===== config.mk =====
export PLATFORM = sky130hd
export DESIGN_NAME = switch_rr
export DESIGN_NICKNAME = d
export VERILOG_FILES = /design/src/rtl/switch_rr.sv
export SDC_FILE = /design/constraint.sdc
export NUM_CORES = 1
export LEC_CHECK = 0
export BUFFER_PORTS_ARGS = -buffer_cell sky130_fd_sc_hd__buf_2
export CELL_PAD_IN_SITES_DETAIL_PLACEMENT = 1
export CELL_PAD_IN_SITES_GLOBAL_PLACEMENT = 2
export CORE_MARGIN = 4
export CORE_UTILIZATION = 35
export DETAILED_ROUTE_END_ITERATION = 8
export PLACE_DENSITY_LB_ADDON = 0.25
export SLEW_MARGIN = 20
export SYNTH_ARGS = -nofsm -noshare
export SYNTH_HDL_FRONTEND = slang
export SYNTH_SLANG_ARGS = --single-unit

===== constraint.sdc =====
create_clock -name i_clk -period 12.1 [get_ports i_clk]
set_input_delay 0 -clock i_clk [delete_from_list [all_inputs] [get_ports i_clk]]
set_output_delay 0 -clock i_clk [all_outputs]
set_load 0.05 [all_outputs]

===== src/rtl/switch_rr.sv =====
// switch_rr: three-port (top/bottom/right) NoC switch with FWFT input FIFOs,
// range-based destination routing and a round-robin arbiter per output.
// Optional feature: define SWITCH_PKT_LOCK_EN to hold an output's arbitration
// on one input from a packet's first flit until its last flit.
module switch_rr #(
  parameter int DataWidth = 32,
  parameter int AddrWidth = 8,
  parameter int FifoDepth = 4,
  parameter int TopMin    = 1,
  parameter int TopMax    = 1,
  parameter int BottomMin = 0,
  parameter int BottomMax = 0
) (
  input  logic                 i_clk,
  input  logic                 i_reset,
  input  logic [DataWidth-1:0] i_data1,
  input  logic                 i_last1,
  input  logic                 i_data_valid1,
  output logic                 o_data_ready1,
  input  logic [DataWidth-1:0] i_data2,
  input  logic                 i_last2,
  input  logic                 i_data_valid2,
  output logic                 o_data_ready2,
  input  logic [DataWidth-1:0] i_data3,
  input  logic                 i_last3,
  input  logic                 i_data_valid3,
  output logic                 o_data_ready3,
  output logic [DataWidth-1:0] o_data1,
  output logic                 o_last1,
  output logic                 o_data_valid1,
  input  logic                 i_data_ready1,
  output logic [DataWidth-1:0] o_data2,
  output logic                 o_last2,
  output logic                 o_data_valid2,
  input  logic                 i_data_ready2,
  output logic [DataWidth-1:0] o_data3,
  output logic                 o_last3,
  output logic                 o_data_valid3,
  input  logic                 i_data_ready3
);
  localparam logic [AddrWidth-1:0] TOP_LO = AddrWidth'(TopMin);
  localparam logic [AddrWidth-1:0] TOP_HI = AddrWidth'(TopMax);
  localparam logic [AddrWidth-1:0] BOT_LO = AddrWidth'(BottomMin);
  localparam logic [AddrWidth-1:0] BOT_HI = AddrWidth'(BottomMax);

  // Index 0/1/2 = port 1 (top) / 2 (bottom) / 3 (right) on both sides.
  logic [2:0][DataWidth-1:0] in_data, head_data, out_data;
  logic [2:0]                in_last, in_valid, in_ready;
  logic [2:0]                head_last, head_valid, pop;
  logic [2:0]                out_last, out_valid, out_ready;
  logic [2:0][1:0]           route;
  logic [2:0][2:0]           gnt_all;

  assign in_data   = {i_data3, i_data2, i_data1};
  assign in_last   = {i_last3, i_last2, i_last1};
  assign in_valid  = {i_data_valid3, i_data_valid2, i_data_valid1};
  assign out_ready = {i_data_ready3, i_data_ready2, i_data_ready1};
  assign {o_data_ready3, o_data_ready2, o_data_ready1} = in_ready;
  assign o_data1 = out_data[0];
  assign o_data2 = out_data[1];
  assign o_data3 = out_data[2];
  assign {o_last3, o_last2, o_last1} = out_last;
  assign {o_data_valid3, o_data_valid2, o_data_valid1} = out_valid;

  // Inclusive range test via borrow bits, so a zero lower bound needs no special case.
  function automatic logic in_range(input logic [AddrWidth-1:0] d,
                                    input logic [AddrWidth-1:0] lo,
                                    input logic [AddrWidth-1:0] hi);
    logic [AddrWidth:0] dl, dh;
    dl = {1'b0, d} - {1'b0, lo};
    dh = {1'b0, hi} - {1'b0, d};
    return ~dl[AddrWidth] & ~dh[AddrWidth];
  endfunction

  // Cyclic successor over input numbers 1..3.
  function automatic logic [1:0] nxt(input logic [1:0] p);
    return (p == 2'd3) ? 2'd1 : p + 2'd1;
  endfunction

  for (genvar k = 0; k < 3; k++) begin : g_in
    logic [AddrWidth-1:0] dest;

    switch_rr_fifo #(.DataWidth(DataWidth), .FifoDepth(FifoDepth)) u_fifo (
      .clk       (i_clk),
      .reset     (i_reset),
      .in_data   (in_data[k]),
      .in_last   (in_last[k]),
      .in_valid  (in_valid[k]),
      .in_ready  (in_ready[k]),
      .pop       (pop[k]),
      .head_data (head_data[k]),
      .head_last (head_last[k]),
      .head_valid(head_valid[k])
    );

    assign dest     = head_data[k][DataWidth-1 -: AddrWidth];
    // Top wins over bottom when ranges overlap; everything else goes right.
    assign route[k] = in_range(dest, TOP_LO, TOP_HI) ? 2'd0 :
                      in_range(dest, BOT_LO, BOT_HI) ? 2'd1 : 2'd2;
    // A head routes to exactly one output, so at most one grant lands here.
    assign pop[k]   = gnt_all[0][k] | gnt_all[1][k] | gnt_all[2][k];
  end

  for (genvar o = 0; o < 3; o++) begin : g_out
    logic [2:0]           cand, gnt;
    logic [1:0]           ptr, s1, s2, gnt_num, gidx;
    logic                 accept, xfer, vld, lst;
    logic [DataWidth-1:0] dat;
`ifdef SWITCH_PKT_LOCK_EN
    logic                 locked;
    logic [1:0]           lock_idx;
`endif

    // Inputs whose head wants this output (restricted to the owner while locked).
    always_comb begin
      for (int k = 0; k < 3; k++) cand[k] = head_valid[k] & (route[k] == 2'(o));
`ifdef SWITCH_PKT_LOCK_EN
      if (locked) cand = cand & (3'b001 << lock_idx);
`endif
    end

    assign s1 = nxt(ptr);
    assign s2 = nxt(s1);

    // Round-robin pick: search from the input after the last winner.
    always_comb begin
      gnt_num = 2'd0;
      if (cand[s1 - 2'd1])       gnt_num = s1;
      else if (cand[s2 - 2'd1])  gnt_num = s2;
      else if (cand[ptr - 2'd1]) gnt_num = ptr;
    end

    assign accept     = ~vld | out_ready[o];
    assign xfer       = accept & (gnt_num != 2'd0);
    assign gidx       = (gnt_num == 2'd0) ? 2'd0 : gnt_num - 2'd1;
    assign gnt        = xfer ? (3'b001 << gidx) : 3'b000;
    assign gnt_all[o] = gnt;

    // Output register: refill on grant, otherwise drop valid once drained.
    always_ff @(posedge i_clk) begin
      if (i_reset) begin
        vld <= 1'b0;
        dat <= '0;
        lst <= 1'b0;
        ptr <= 2'd3;
`ifdef SWITCH_PKT_LOCK_EN
        locked   <= 1'b0;
        lock_idx <= 2'd0;
`endif
      end else if (xfer) begin
        vld <= 1'b1;
        dat <= head_data[gidx];
        lst <= head_last[gidx];
        ptr <= gnt_num;
`ifdef SWITCH_PKT_LOCK_EN
        locked   <= ~head_last[gidx];
        lock_idx <= gidx;
`endif
      end else if (out_ready[o]) begin
        vld <= 1'b0;
      end
    end

    assign out_valid[o] = vld;
    assign out_data[o]  = dat;
    assign out_last[o]  = lst;
  end
endmodule

// First-word-fall-through input FIFO; readiness ignores a same-cycle pop.
module switch_rr_fifo #(
  parameter int DataWidth = 32,
  parameter int FifoDepth = 4
) (
  input  logic                 clk,
  input  logic                 reset,
  input  logic [DataWidth-1:0] in_data,
  input  logic                 in_last,
  input  logic                 in_valid,
  output logic                 in_ready,
  input  logic                 pop,
  output logic [DataWidth-1:0] head_data,
  output logic                 head_last,
  output logic                 head_valid
);
  localparam int PW = $clog2(FifoDepth);
  localparam int CW = PW + 1;

  logic [DataWidth:0] mem [FifoDepth];
  logic [PW-1:0]      rd_ptr, wr_ptr;
  logic [CW-1:0]      count;
  logic               push;

  assign in_ready   = ~reset & (count != CW'(FifoDepth));
  assign push       = in_valid & in_ready;
  assign head_valid = (count != '0);
  assign {head_last, head_data} = mem[rd_ptr];

  // Storage array, written at the tail.
  always_ff @(posedge clk) begin
    if (push) mem[wr_ptr] <= {in_last, in_data};
  end

  // Pointers wrap naturally (power-of-two depth); count tracks occupancy.
  always_ff @(posedge clk) begin
    if (reset) begin
      rd_ptr <= '0;
      wr_ptr <= '0;
      count  <= '0;
    end else begin
      if (push) wr_ptr <= wr_ptr + PW'(1);
      if (pop)  rd_ptr <= rd_ptr + PW'(1);
      case ({push, pop})
        2'b10:   count <= count + CW'(1);
        2'b01:   count <= count - CW'(1);
        default: ;
      endcase
    end
  end
endmodule

* Word-level counts from Yosys, hierarchy flattened
Memory sizes are Yosys's and may differ from the RTL's. A register that Yosys moved wholly into a read port is not among the register bits.
Index checks and enable logic that the tools add are counted.
** Storage, ports and cells
- Register bits after elaboration :: 129
- Bits in writable memories :: 396
- Logic and storage cells :: 235
- Memories :: 3
** Memory list
- g_in[0].u_fifo.mem :: words 4, width 33, rd ports 1, clocked after Yosys merged registers in 1, write ports 1, RTL line 189 : logic [DataWidth:0] mem [FifoDepth];
- g_in[1].u_fifo.mem :: words 4, width 33, rd ports 1, clocked after Yosys merged registers in 1, write ports 1, RTL line 189
- g_in[2].u_fifo.mem :: words 4, width 33, rd ports 1, clocked after Yosys merged registers in 1, write ports 1, RTL line 189
** Operators by class
- $add $sub $neg :: 39
- Magnitude comparators :: 12
- Equality and inequality tests :: 21
- Shift operators :: 3
- Mux-type cells :: 78
- Bitwise logic cells :: 40
- Reduce and logical (&&, ||, !) cells :: 18
** Operators by type and width (number)
- 32-bit binary-select mux with 2-bit select :: 3
- 32-bit two-way mux :: 3
- 2-bit two-way mux :: 30
- 1-bit by 8-bit subtractor with 9-bit output (first input constant) :: 6
- 2-bit by 3-bit less-than comparator with 1-bit output (second input constant) :: 12
- 8-bit by 1-bit subtractor with 9-bit output (second input constant) :: 3
- 2-bit by 1-bit adder with 2-bit output (second input constant) :: 12
- 1-bit binary-select mux with 2-bit select :: 12
- 2-bit equality test (second input constant) :: 12
- 1-bit two-way mux :: 24
- 2-bit by 1-bit subtractor with 2-bit output (second input constant) :: 12
- 1-bit bitwise AND :: 21
- 3-bit one-hot mux with 2 select lines :: 3
- 2-bit nonzero test :: 9
- 2-bit by 1-bit equality test with 1-bit output (second input constant) :: 6
- 2-bit zero test :: 6
- 1-bit inverter :: 10
- 3-bit by 1-bit adder with 3-bit output (second input constant) :: 3
- 3-bit two-way mux :: 3
- 3-bit inequality test (second input constant) :: 3
- 1-bit bitwise OR :: 9
- 3-bit nonzero test :: 3
- 1-bit by 2-bit << shifter with 3-bit output (first input constant) :: 3
- 3-bit by 1-bit subtractor with 3-bit output (second input constant) :: 3

* Longest topological paths before layout
- Depth after elaboration :: 19
- Depth in mapped cells :: 18

* Hierarchy
A second synthesis with hierarchy kept.
** Unflattened totals
- Cell total of the unflattened synthesis :: 1411
- Area, all modules :: 22535.4 um2
** Modules (own cells, without submodules)
- switch_rr_fifo :: instances 3, cells each 222, area an instance 5278.8 um2
- switch_rr :: instances 1, cells each 745, area an instance 6698.9 um2

* Least setup slack after synthesis
OpenSTA, ideal clock, no wires.
- Kind :: flip-flop to flip-flop
- Start :: reg (tool-made name)
- End :: reg g_in[0].u_fifo.count[2]
- Setup time :: 70 ps
- Arrival :: 4306 ps
- Required time :: 12030 ps
- Slack :: 7724 ps
- Cell stages (with the launch flop) :: 17
- Period minus slack after synthesis :: 4376 ps
- Cell sequence :: dfxtp_1 -> buf_6 -> buf_6 -> mux4_2 -> or4_1 -> or4_4 -> and3_1 -> a311oi_1 -> a31oi_4 -> nor2_1 -> or3_1 -> ha_1 -> inv_1 -> fa_1 -> xor2_1 -> or3_1 -> a21oi_1
** RTL lines
- end signal: assignment :: RTL line 214 : 2'b10: count <= count + CW'(1);
- end signal: assignment :: RTL line 215 : 2'b01: count <= count - CW'(1);
- end: declaration :: RTL line 191 : logic [CW-1:0] count;

==> metrics.csv <==
stage,metric,value,unit
outcome,status,"complete, no violations",
cells_and_area,syn_to_final_growth,23.2,%
drt,drc,0,
synth,synth_nets,1612,
timing,hold_viol,0,
global_routing,grt_max_degree,68,
setup_path,required,12.63,ns
drt,first_iter_violations,829,
setup_path,critPathCaptureType,flop,
global_routing,grt_pass1_wl,99900,um
floorplanning,core,0.0632,sq mm
cells_and_area,n_antenna_cell,0,
cts,path_clk_slew,0.06,ns
setup_path,worstPathArrival,6.24,ns
synth,synth_seq_cells,531,
global_routing,grt_use_total,0.199,
timing,skew,0.0347,ns
timing,worstMarginPinSlew,1.06,ns
synth,ys_seq_area_frac,0.653,
synth,synth_cell_types,77,
timing,drv_slew,0,
cts,cts_tree,done,
worst_hold_path,hp-class,input pin to flop,
global_routing,antenna_found_initial,3,
timing,timing.fmax,0.175,GHz
timing,layout_min_cycle_time,5.71,ns
synth,async_flop_share,0,
global_routing,gr-total-overflow,0,
timing,fin_setup_tns,0,ns
timing,slew_headroom,0.295,
drt,drt-total-wl,68200,um
cts,cts_buffer_depth,3,
place,detailed_place_hpwl,46300,um
place,dpl-instance-area,0.0244,sq mm
cts,cts_max_level,2,
drt,wire_per_inst,25.2,um
cts,insertion_delay,0.63,ns
drt,vias_per_cell,5.26,
cts,cts_sinks,531,
floorplanning,die_h,261,um
synth,ys.flop_type,edfxtp_1,
cells_and_area,num-nets-final,1941,
global_routing,first_global_vias,15097,
cells_and_area,drive_gt1_frac,0.256,
drt,via_count,14218,
synth,yosys_warnings,0,
floorplanning,die-area,0.0680,sq mm
pwr,irDropWorstVdd,0.187,mV
setup_path,cp-start-kind,flop,
timing,fin_crit_sh,0.472,
timing,setup_viol,0,
pwr,power.density,224,mW/mm^2
floorplanning,rows,92,
setup_path,cp_max_fo,42,
setup_path,critPathKind,flop to flop,
place,portBuffers,211,
cells_and_area,final_area,0.0275,sq mm
floorplanning,pin_count,212,
synth,synth_enable_flop_cells,396,
drt,ant_nets,0,
floorplanning,die_w,261,um
drt,firstDrtPassIters,5,
pwr,leakagePower,0.00996,uW
cts,clockRootBuffer,clkbuf_16,
synth,postSynthCellCount,1478,
run,drv_cap,0,
cts,cts_buffers,58,
timing,rsz0062_at_grt,no,
cts,ctsResizeCount,0,
synth,syn_avg_cell_area,15.1,sq um
floorplanning,initial_utilization,0.354,
place,globalplace.congestion,0.870,
synth,syn-cell-area,0.0224,sq mm
-- cell families (layout without fill, tap and decap cells) --
logic type / after synthesis / in the layout / share of synthesized area
DFF: 531 / 531 / 0.653
and+or+nand+nor: 324 / 324 / 0.0692
AOI/OAI and AO/OA: 256 / 256 / 0.0800
muxes: 218 / 218 / 0.155
buffers and inverters: 113 / 492 / 0.0231
adders and majority gates: 27 / 27 / 0.0161
xor gates and xnor gates: 9 / 9 / 0.00353
-- synth_stat cells, types with 28 or more instances --
| cell type | number | area (sq um) |
|---|---|---|
| a21oi_1 | 72 | 360 |
| edfxtp_1 | 396 | 11900 |
| dfxtp_1 | 135 | 2700 |
| buf_2 | 28 | 140 |
| mux2i_1 | 106 | 1060 |
| and3_1 | 32 | 200 |
| o211ai_1 | 40 | 300 |
| inv_1 | 31 | 116 |
| clkbuf_1 | 44 | 165 |
| mux4_2 | 91 | 2050 |
| nor2_1 | 52 | 195 |
| nand2_1 | 150 | 563 |
-- flip-flops by register name (all words and copies together), names as in the netlist, 6 cells and up, named ones only --
name                cells
o_data1                32
g_in.u_fifo.mem       396
g_in.u_fifo.wr_ptr      6
g_in.u_fifo.count       9
g_out.ptr               6
o_data2                32
o_data3                32
g_in.u_fifo.rd_ptr      6
-- layout by cell type (no fill, tap or decap), types with 10 or more instances in the layout --
master,netlist,routed
o22ai_1,16,15
dlygate4sd3_1,0,107
clkbuf_16,0,60
o211ai_1,40,40
ha_1,24,24
edfxtp_1,396,396
a21oi_1,72,72
a211oi_1,14,14
inv_1,31,31
buf_2,28,210
o21ai_0,15,15
nor2_1,52,50
o21ai_1,11,10
nand2_1,150,150
and3_1,32,28
mux2_2,10,10
nor3_1,18,18
dfxtp_1,135,132
buf_4,5,32
nand3_1,15,15
mux2i_1,106,105
a22o_1,25,25
mux4_2,91,91
-- worst max-delay path, cell delays in order (launching register included) --
cell,delay (ns)
dfxtp_2,0.49
buf_4,0.58
mux4_2,0.65
or4_1,0.53
o2111a_1,0.28
a211oi_1,0.27
mux2i_1,0.29
mux2_2,0.80
nand3_1,0.32
nand3_1,0.17
ha_1,0.19
inv_1,0.06
fa_1,0.37
xor2_1,0.16
or3_1,0.31
a21oi_1,0.14
-- layer usage --
| metal | GRT usage | routed length, um | vias to the layer above |
|---|---|---|---|
| met1 | 0.251 | 28300 | 7322 |
| met4 | 0.0583 | 1990 | 0 |
| met3 | 0.0386 | 3490 | 82 |
| met5 | 0 | 0 | - |
| met2 | 0.347 | 34400 | 335 |
| li1 | - | - | 6479 |
-- timing repair --
| item | in CTS | in global routing |
|---|---|---|
| endpoints found under the hold margin | 430 | 0 |
| hold buffers | 107 | 0 |
| endpoints found under the setup margin | 0 | 0 |
| setup buffers | 0 | 0 |
-- report_power, final --
| group | leakage, uW | total (uW) | internal, uW | switching [uW] |
|---|---|---|---|---|
| Sequential | 0.00470 | 2190 | 2110 | 85.7 |
| Clock | 0.00100 | 1860 | 1100 | 759 |
| Combinational | 0.00426 | 2130 | 717 | 1420 |
| Total | 0.00996 | 6180 | 3920 | 2260 |
-- stage by stage --
stage	std cells	worst slack, ns	total power (uW)	hold WS, ns	util
4_1_cts	2701	6.29	6250	0.0933	0.435
3_3_place_gp	2484	6.35	4310	0.211	0.386
5_1_grt	2703	5.94	6490	0.108	0.436
2_1_floorplan	1478	7.72	3630	0.0989	-
6_report	2703	6.39	6180	0.123	0.436
3_5_place_dp	2484	6.30	4350	0.218	0.386
-- worst paths after layout --
check | from | slack (ns) | cells past startpoint | endpoint
max | flop | 6.39 | 15 | g_in[1].u_fifo.count[2]$_SDFFE_PP0P_
min | i_data2[15] | 0.12 | 2 | g_in[1].u_fifo.mem[1][15]$_DFFE_PP_
max reg2reg | flop | 6.39 | 15 | g_in[1].u_fifo.count[2]$_SDFFE_PP0P_
min reg2reg | o_data2[18]$_SDFFE_PP0P_ | 0.46 | 2 | o_data2[18]$_SDFFE_PP0P_
-- cell type report --
| class | instances | area (sq um) |
|---|---|---|
| Timing Repair Buffer | 351 | 2400 |
| Clock buffer | 74 | 1600 |
| Clock inverter | 36 | 435 |
| Multi-Input combinational cell | 834 | 7320 |
| Tap cell | 846 | 1060 |
| Fill cell | 6365 | 35700 |
| Sequential cell | 531 | 14600 |
| Inverter | 31 | 116 |
(Power assumes the default switching activity.)
